==> config.mk <==
export PLATFORM = sky130hd
export DESIGN_NAME = muldiv_unit
export DESIGN_NICKNAME = d
export VERILOG_FILES = /design/src/rtl/muldiv_unit.sv
export SDC_FILE = /design/constraint.sdc
export NUM_CORES = 1
export LEC_CHECK = 0
export BUFFER_PORTS_ARGS = -buffer_cell sky130_fd_sc_hd__clkbuf_2
export CAP_MARGIN = 20
export CORE_UTILIZATION = 28
export DETAILED_ROUTE_END_ITERATION = 8
export PLACE_DENSITY = 0.45
export SYNTH_ARGS = -nofsm -noshare
export SYNTH_HDL_FRONTEND = slang
export SYNTH_SLANG_ARGS = --single-unit
==> constraint.sdc <==
create_clock -name clk -period 3.62 [get_ports clk]
set_input_delay 0.181 -clock clk [delete_from_list [all_inputs] [get_ports clk]]
set_output_delay 0.181 -clock clk [all_outputs]
set_load 0.03 [all_outputs]
==> src/rtl/muldiv_unit.sv <==
// Iterative multiply/divide unit with HI/LO register pair.
// Handles MULT/MULTU through shift-add and DIV/DIVU through restoring division.
// Both use one 2*WIDTH accumulator, and each op takes WIDTH iterations.
// Signed ops run on magnitudes. The sign fix-up happens in a single FIX cycle.
module muldiv_unit #(
   parameter int WIDTH = 32
) (
   input  logic             clk,
   input  logic             rst_n,
   input  logic             start,
   input  logic [1:0]       op,
   input  logic [WIDTH-1:0] a,
   input  logic [WIDTH-1:0] b,
   input  logic             hi_we,
   input  logic             lo_we,
   input  logic [WIDTH-1:0] wdata,
   output logic             busy,
   output logic             done,
   output logic [WIDTH-1:0] hi,
   output logic [WIDTH-1:0] lo
);

   localparam int CW = $clog2(WIDTH);

   typedef enum logic [1:0] {IDLE, CALC, FIX, DONE} state_t;

   // Latched per-operation control: the opcode and the sign corrections for FIX
   typedef struct packed {
      logic [1:0] op;
      logic       neg_q;   // negate product / quotient
      logic       neg_r;   // negate remainder (dividend was negative)
   } ctl_t;

   state_t             state_q, state_d;
   ctl_t               ctl;
   logic [CW-1:0]      cnt;
   logic [2*WIDTH-1:0] acc, acc_nx;
   logic [WIDTH-1:0]   opnd;          // multiplicand or divisor magnitude
   logic [WIDTH-1:0]   a_abs, b_abs;
   logic               ready, take, dz, last;
   logic [WIDTH:0]     msum, rs;
   logic [WIDTH-1:0]   rsub;
   logic [2*WIDTH-1:0] prod;
   logic [WIDTH-1:0]   fix_hi, fix_lo;

   assign ready = (state_q == IDLE) || (state_q == DONE);
   assign take  = start && ready;
   assign dz    = take && op[1] && (b == '0);
   assign last  = (cnt == CW'(WIDTH - 1));
   assign busy  = (state_q == CALC) || (state_q == FIX);
   assign done  = (state_q == DONE);

   // Operand magnitudes. Only signed ops (op[0]==0) take the absolute value.
   always_comb begin
      a_abs = (!op[0] && a[WIDTH-1]) ? -a : a;
      b_abs = (!op[0] && b[WIDTH-1]) ? -b : b;
   end

   // One iteration step for either shift-add multiply or restoring divide
   always_comb begin
      msum   = {1'b0, acc[2*WIDTH-1:WIDTH]} + {1'b0, opnd};
      rs     = acc[2*WIDTH-1:WIDTH-1];            // remainder after the left shift
      rsub   = rs[WIDTH-1:0] - opnd;              // fits: the result is below the divisor
      acc_nx = acc;
      if (!ctl.op[1]) begin
         acc_nx = acc[0] ? {msum, acc[WIDTH-1:1]} : {1'b0, acc[2*WIDTH-1:1]};
      end else if (rs >= {1'b0, opnd}) begin
         acc_nx = {rsub, acc[WIDTH-2:0], 1'b1};
      end else begin
         acc_nx = {acc[2*WIDTH-2:0], 1'b0};
      end
   end

   // Sign correction of the finished magnitude result
   always_comb begin
      prod = ctl.neg_q ? -acc : acc;
      if (!ctl.op[1]) begin
         fix_hi = prod[2*WIDTH-1:WIDTH];
         fix_lo = prod[WIDTH-1:0];
      end else begin
         fix_hi = ctl.neg_r ? -acc[2*WIDTH-1:WIDTH] : acc[2*WIDTH-1:WIDTH];
         fix_lo = ctl.neg_q ? -acc[WIDTH-1:0] : acc[WIDTH-1:0];
      end
   end

   // State register
   always_ff @(posedge clk or negedge rst_n) begin
      if (!rst_n) state_q <= IDLE;
      else        state_q <= state_d;
   end

   // Next-state logic. A divide by zero skips straight to DONE.
   always_comb begin
      state_d = state_q;
      case (state_q)
         IDLE: if (take) state_d = dz ? DONE : CALC;
         CALC: if (last) state_d = FIX;
         FIX:  state_d = DONE;
         DONE: state_d = take ? (dz ? DONE : CALC) : IDLE;
         default: state_d = IDLE;
      endcase
   end

   // Datapath. Covers operand capture, iteration, and HI/LO updates.
   // A start wins over MTHI/MTLO in the same cycle.
   always_ff @(posedge clk or negedge rst_n) begin
      if (!rst_n) begin
         ctl  <= '0;
         cnt  <= '0;
         acc  <= '0;
         opnd <= '0;
         hi   <= '0;
         lo   <= '0;
      end else begin
         if (take) begin
            ctl.op    <= op;
            ctl.neg_q <= !op[0] && (a[WIDTH-1] ^ b[WIDTH-1]);
            ctl.neg_r <= !op[0] && a[WIDTH-1];
            opnd      <= op[1] ? b_abs : a_abs;
            acc       <= {{WIDTH{1'b0}}, (op[1] ? a_abs : b_abs)};
            cnt       <= '0;
         end else if (state_q == CALC) begin
            acc <= acc_nx;
            cnt <= cnt + 1'b1;
         end

         if (dz) begin
            hi <= a;
            lo <= '1;
         end else if (state_q == FIX) begin
            hi <= fix_hi;
            lo <= fix_lo;
         end else if (ready && !start) begin
            if (hi_we) hi <= wdata;
            if (lo_we) lo <= wdata;
         end
      end
   end

endmodule

# Word-level counts from Yosys, hierarchy flattened
# Index checks and enable logic that the tools add are counted.
[totals]
ram_bits = 0
mem_count = 0
reg_bits = 171
word_cells = 74
inputBits = 103
latchBits = 0
mem_bits_ro = 0
[classes]
multipliers = 0
shifts = 0
bitwise_logic = 1
order_cmp = 1
n_addsub = 8
mux = 29
eq_ne = 6
div = 0
n_reduce_logical = 20
[ops]
columns = ["op", "count"]
rows = [
  ["$mux W32", 16],
  ["$mux W64", 6],
  ["$neg A32 Y32", 4],
  ["$neg A64 Y64", 1],
  ["$add A32 B32 Y33", 1],
  ["$ge A33 B32 Y1", 1],
  ["$logic_not A32 Y1", 1],
  ["$sub A32 B32 Y32", 1],
  ["$mux W5", 2],
  ["$reduce_bool A3 Y1", 3],
  ["$mux W2", 4],
  ["$pmux W2 S4", 1],
  ["$logic_and A1 B1 Y1", 7],
  ["$reduce_and A2 Y1", 3],
  ["$add A5 B1 Y5 const B", 1],
  ["$eq A5 B5 Y1 const B", 1],
  ["$eq A2 B2 Y1 const B", 2],
  ["$ne A2 B2 Y1 const B", 2],
  ["$eq A2 B1 Y1 const B", 1],
  ["$logic_not A1 Y1", 2],
  ["$logic_not A2 Y1", 1],
  ["$logic_or A1 B1 Y1", 2],
  ["$reduce_bool A2 Y1", 1],
  ["$xor A1 B1 Y1", 1],
]

# Longest topological paths before layout
[depth]
ltp_word = 8
mapped_depth = 15

# Worst setup path after synthesis
# No wires, ideal clock.
[synth_timing]
path_kind = "register -> register"
start = "reg acc[5]"
end = "reg hi[21]"
synth_period_minus_slack_ns = 3.422
stages_incl_launch_ff = 11
setup_slack_ns = 0.198
t_arrival_ns = 3.296
cell_sequence = "dfrtp_1 or4_4 or4_4 or3_4 or3_4 or3_4 o221ai_2 a31oi_1 xnor2_1 a211oi_1 a221o_1"
[synth_via]
elab_chain_len = 5
[synth_rtl]
columns = ["element", "line_no", "rtl"]
rows = [
  ["start, declared", "37", "logic [2*WIDTH-1:0] acc, acc_nx;"],
  ["start signal, assigned", "120", "acc <= {{WIDTH{1'b0}}, (op[1] ? a_abs : b_abs)};"],
  ["start signal, assigned", "123", "acc <= acc_nx;"],
  ["$neg A64 Y64", "76", "prod = ctl.neg_q ? -acc : acc;"],
  ["$mux W64", "76", ""],
  ["$mux W32", "77", "if (!ctl.op[1]) begin"],
  ["$mux W32", "130", "end else if (state_q == FIX) begin"],
  ["$mux W32", "127", "if (dz) begin"],
  ["end signal, assigned", "131", "hi <= fix_hi;"],
  ["end signal, assigned", "134", "if (hi_we) hi <= wdata;"],
  ["end, declared", "19", "output logic [WIDTH-1:0] hi,"],
]
# Every way passes these cells.
# A chain may end at the register's enable or synchronous reset.

# Worst setup path in the final report
[layout_timing]
start = "reg acc[5]"
end = "reg hi[23]"
# The elaborated chain is that of the path after synthesis.

==> qor.json <==
{
  "result_of_the_run": {"value": "complete, no violations"},
  "cts.htree.levels": {"value": 4},
  "antenna_found_initial": {"value": 7},
  "core-area": {"value": 0.0541, "unit": "mm²"},
  "cts_root_buf": {"value": "sky130_fd_sc_hd__clkbuf_16"},
  "multi_input_area": {"value": 0.0105, "unit": "mm²"},
  "detail-route-antenna-nets": {"value": 0},
  "reg_to_reg_setup_timing_slack": {"value": 0.06, "unit": "ns"},
  "via_count": {"value": 16600},
  "pwr-share-comb": {"value": 0.726},
  "grt-ovfl-total": {"value": 0},
  "floorplan.die_area": {"value": 0.0560, "unit": "mm²"},
  "regToRegStartpoint": {"value": "acc[5]$_DFFE_PN0P_"},
  "synth.yosys.seq_area_share": {"value": 0.276},
  "cap_violations": {"value": 0},
  "hold_path_class": {"value": "primary input to flop"},
  "p_leak": {"value": 8.08, "unit": "nW"},
  "numCtsBuffers": {"value": 17},
  "hold_path_depth": {"value": 3},
  "synth_fp_nets": {"value": 2184},
  "timing.reg2reg.worst_path_depth": {"value": 11},
  "finalNetCount": {"value": 2417},
  "peakVddDrop": {"value": 0.455, "unit": "mV"},
  "cts.reportedPaths.clkPinSlew": {"value": 0.07, "unit": "ns"},
  "postSynth.topFlopCell": {"value": "sky130_fd_sc_hd__dfrtp_1"},
  "ios": {"value": 169},
  "drt_iter0_markers": {"value": 1423},
  "netlist_area": {"value": 0.0154, "unit": "mm²"},
  "routed_wire_length_per_instance": {"value": 24.8, "unit": "µm"},
  "pre_cts_ws": {"value": -0.0989, "unit": "ns"},
  "power_density": {"value": 1130, "unit": "mW/mm²"},
  "clockBufferDepth": {"value": 2},
  "post-route-period-util": {"value": 0.984},
  "synth_cell_type_count": {"value": 72},
  "filler_cell_count": {"value": 5784},
  "numPortBuffers": {"value": 168},
  "synthTopCellsByArea": {"value": "sky130_fd_sc_hd__dfrtp_1 28%, sky130_fd_sc_hd__o21ai_0 7.3%, sky130_fd_sc_hd__a21oi_1 6.3%"},
  "finalSetupViolCount": {"value": 0},
  "via_count_of_the_first_global_routing_pass": {"value": 15600},
  "path_class": {"value": "flop to flop"},
  "global_route.usage.total": {"value": 0.260},
  "grt_max_degree": {"value": 126},
  "final.setup_skew": {"value": 0.0142, "unit": "ns"},
  "endpoint_of_the_worst_hold_timing_path": {"value": "hi[11]$_DFFE_PN0P_"},
  "largest_area_contributor_in_the_netlist": {"value": "sky130_fd_sc_hd__dfrtp_1"},
  "tritoncts_num_sinks": {"value": 170},
  "global_route_wire_length_before_repair": {"value": 106000, "unit": "µm"},
  "netSwitchingFraction": {"value": 0.543},
  "placementRows": {"value": 85},
  "power_switching": {"value": 11.5, "unit": "mW"},
  "totalWireLength": {"value": 73000, "unit": "µm"},
  "timing.critical_path.required": {"value": 4.01, "unit": "ns"},
  "crit-reg2reg-capture": {"value": "hi[23]$_DFFE_PN0P_"},
  "hold_path_startpoint": {"value": "wdata[11]"},
  "clk-insertion-delay-late": {"value": 0.51, "unit": "ns"},
  "power_frac_seq": {"value": 0.184},
  "seqCellArea": {"value": 0.00426, "unit": "mm²"},
  "routed_via_density": {"value": 5.63},
  "start_kind": {"value": "flop"},
  "die_w": {"value": 237, "unit": "µm"},
  "post_route_cells_drive_above_1_share": {"value": 0.184},
  "syn_area_per_cell": {"value": 7.69, "unit": "µm²"},
  "chipHeight": {"value": 237, "unit": "µm"},
  "slew_viol_final": {"value": 0},
  "ys_warn_count": {"value": 0},
  "worst_ep_arrival": {"value": 3.95, "unit": "ns"},
  "max_freq": {"value": 0.281, "unit": "GHz"},
  "cts_tree": {"value": "built"},
  "tightestPinTransition": {"value": 1.07, "unit": "ns"},
  "holdWs": {"value": 0.0273, "unit": "ns"},
  "post-dp-hpwl": {"value": 58800, "unit": "µm"},
  "rsz0062_at_grt": {"value": "yes"},
  "drt_first_pass_iters": {"value": 7},
  "drc_errors": {"value": 0},
  "cp-end-kind": {"value": "flop"},
  "syn2layout_area_growth": {"value": 21.8, "unit": "%"},
  "crit_fanout": {"value": 4},
  "number_of_standard_cells_after_synthesis": {"value": 2005},
  "power.clock.fraction": {"value": 0.091},
  "power.internal": {"value": 9.66, "unit": "mW"},
  "setup_ws": {"value": 0.0579, "unit": "ns"},
  "number_of_flops_mapped_to_enable_cells_by_yosys": {"value": 0},
  "final_worst_path_period_need": {"value": 3.56, "unit": "ns"},
  "start_util": {"value": 0.285},
  "ys_seq_elements": {"value": 170},
  "finalHoldViolCount": {"value": 0},
  "gp_congestion": {"value": 0.958},
  "area_share_of_the_leading_cell_type_in_the_synthesized_netlist": {"value": 0.276},
  "async_reset_ff_frac": {"value": 1.00},
  "tightest_slew_margin_relative_to_the_limit": {"value": 0.287}
}
## worst max path at each step
stage                              startpoint             endpoint  slack, ns  cells after the start
after floorplan            acc[5]$_DFFE_PN0P_   hi[21]$_DFFE_PN0P_       0.20                     10
after global placement     acc[5]$_DFFE_PN0P_   hi[15]$_DFFE_PN0P_      -0.12                     10
after detailed placement   acc[5]$_DFFE_PN0P_   hi[15]$_DFFE_PN0P_       -0.1                     10
after CTS                 acc[31]$_DFFE_PN0P_  acc[54]$_DFFE_PN0P_       0.01                     15
after global routing       acc[5]$_DFFE_PN0P_   hi[23]$_DFFE_PN0P_      -0.09                     11
final                      acc[5]$_DFFE_PN0P_   hi[23]$_DFFE_PN0P_       0.06                     11
## sequential cells by signal (all words and copies together), names as in the netlist
register,count
acc,64
hi,32
lo,32
opnd,32
cnt,5
ctl,3
state_q,2
## metal layers
layer / vias to the layer above / GRT usage / routed length, µm
li1: 7754 / - / -
met1: 8093 / 0.364 / 33200
met2: 658 / 0.406 / 32900
met3: 88 / 0.0381 / 4810
met4: 2 / 0.0860 / 2100
met5: - / 0 / 9
## kinds of logic after synthesis
kind of cell | Yosys count | synth area share
buffers and inverters | 199 | 0.0487
multiplexers | 65 | 0.0425
flip-flops | 170 | 0.276
adder cells (fa/ha/maj) | 76 | 0.0627
AND/OR/NAND/NOR | 591 | 0.177
AO/OA/AOI/OAI | 730 | 0.294
XOR/XNOR | 174 | 0.0989
## cells in the mapped netlist (6+ instances only)
master                     count
sky130_fd_sc_hd__a221o_1      16
sky130_fd_sc_hd__o21a_1       13
sky130_fd_sc_hd__a211oi_1     24
sky130_fd_sc_hd__o22ai_1      10
sky130_fd_sc_hd__xor2_1       84
sky130_fd_sc_hd__nor2b_1      16
sky130_fd_sc_hd__a22oi_1      14
sky130_fd_sc_hd__o311ai_0      7
sky130_fd_sc_hd__o22a_1       10
sky130_fd_sc_hd__o211ai_1     53
sky130_fd_sc_hd__o31ai_1      16
sky130_fd_sc_hd__nor4_1       13
sky130_fd_sc_hd__o41ai_1      12
sky130_fd_sc_hd__or4_1        18
sky130_fd_sc_hd__dfrtp_1     170
sky130_fd_sc_hd__clkbuf_1    105
sky130_fd_sc_hd__and3_1        8
sky130_fd_sc_hd__a32o_1        6
sky130_fd_sc_hd__or3_1        23
sky130_fd_sc_hd__o21ai_0     225
sky130_fd_sc_hd__nand4_1       9
sky130_fd_sc_hd__a22o_1       11
sky130_fd_sc_hd__nor3_1       30
sky130_fd_sc_hd__o21bai_1      9
sky130_fd_sc_hd__a21o_1       25
sky130_fd_sc_hd__and2_1        7
sky130_fd_sc_hd__nand3_1      24
sky130_fd_sc_hd__nor2_1      172
sky130_fd_sc_hd__a21oi_1     193
sky130_fd_sc_hd__a31oi_1      39
sky130_fd_sc_hd__buf_1        24
sky130_fd_sc_hd__mux2i_1      62
sky130_fd_sc_hd__nand2b_1     24
sky130_fd_sc_hd__ha_1         74
sky130_fd_sc_hd__xnor2_1      90
sky130_fd_sc_hd__inv_1        66
sky130_fd_sc_hd__nand2_1     223
## placed cells by master (no fill, tap or decap), types with 21 or more instances in the layout
cell,n
sky130_fd_sc_hd__a21o_1,25
sky130_fd_sc_hd__nand2_1,223
sky130_fd_sc_hd__inv_1,66
sky130_fd_sc_hd__o21ai_0,225
sky130_fd_sc_hd__a31oi_1,36
sky130_fd_sc_hd__ha_1,72
sky130_fd_sc_hd__clkbuf_2,166
sky130_fd_sc_hd__buf_4,166
sky130_fd_sc_hd__a211oi_1,21
sky130_fd_sc_hd__nor3_1,29
sky130_fd_sc_hd__nand3_1,24
sky130_fd_sc_hd__dfrtp_1,169
sky130_fd_sc_hd__a21oi_1,190
sky130_fd_sc_hd__o211ai_1,53
sky130_fd_sc_hd__or3_1,21
sky130_fd_sc_hd__mux2i_1,62
sky130_fd_sc_hd__nand2b_1,23
sky130_fd_sc_hd__xor2_1,84
sky130_fd_sc_hd__nor2_1,171
sky130_fd_sc_hd__xnor2_1,90
## power groups by stage
stage               registers, mW  logic (mW)  clock network (mW)
finish                       3.88        15.3                1.92
floorplan                    4.19        8.87                   0
CTS                          3.86        15.1                1.96
global placement             3.89        15.0                   0
detailed placement           3.89        15.0                   0
global route                 3.97        16.6                2.02
## worst max-delay path: stages, from the launching register on
cell                       delay, ns
sky130_fd_sc_hd__dfrtp_1        0.38
sky130_fd_sc_hd__or4_4          0.55
sky130_fd_sc_hd__or4_4          0.43
sky130_fd_sc_hd__or3_4          0.38
sky130_fd_sc_hd__buf_4          0.15
sky130_fd_sc_hd__or3_4          0.39
sky130_fd_sc_hd__nor3b_2        0.20
sky130_fd_sc_hd__a21oi_2        0.08
sky130_fd_sc_hd__o21ai_1        0.17
sky130_fd_sc_hd__xor2_1         0.32
sky130_fd_sc_hd__a211oi_2       0.13
sky130_fd_sc_hd__a221o_1        0.28
## repair_timing
| action | 4_1_cts | 5_1_grt |
|---|---|---|
| pin swaps | 0 | 8 |
| setup buffers | 0 | 2 |
| gates cloned | 0 | 0 |
| hold endpoints to repair | 73 | 0 |
| endpoints found under the setup margin | 1 | 23 |
| resized for setup | 1 | 21 |
| hold buffers | 8 | 0 |
## stage by stage
step | total power [mW] | setup TNS (ns) | instances | area (µm²) | utilization
3_5_place_dp | 18.9 | -0.0989 | 2905 | 18000 | 0.332
5_1_grt | 22.6 | -0.149 | 2947 | 18800 | 0.347
4_1_cts | 20.9 | 0 | 2945 | 18700 | 0.345
6_report | 21.1 | 0 | 2948 | 18800 | 0.347
2_1_floorplan | 13.1 | 0 | 2005 | 15400 | -
3_3_place_gp | 18.9 | -0.123 | 2905 | 18000 | 0.332
## cell type report
class | instances | area share
Multi-Input combinational cell | 1636 | 0.562
Antenna cell | 1 | 0.000133
Tap cell | 696 | 0.0464
Sequential cell | 170 | 0.227
Clock buffer | 18 | 0.0234
Inverter | 67 | 0.0134
Clock inverter | 14 | 0.00733
Timing Repair Buffer | 346 | 0.121
No activity file was read; power rests on OpenSTA's default activity.
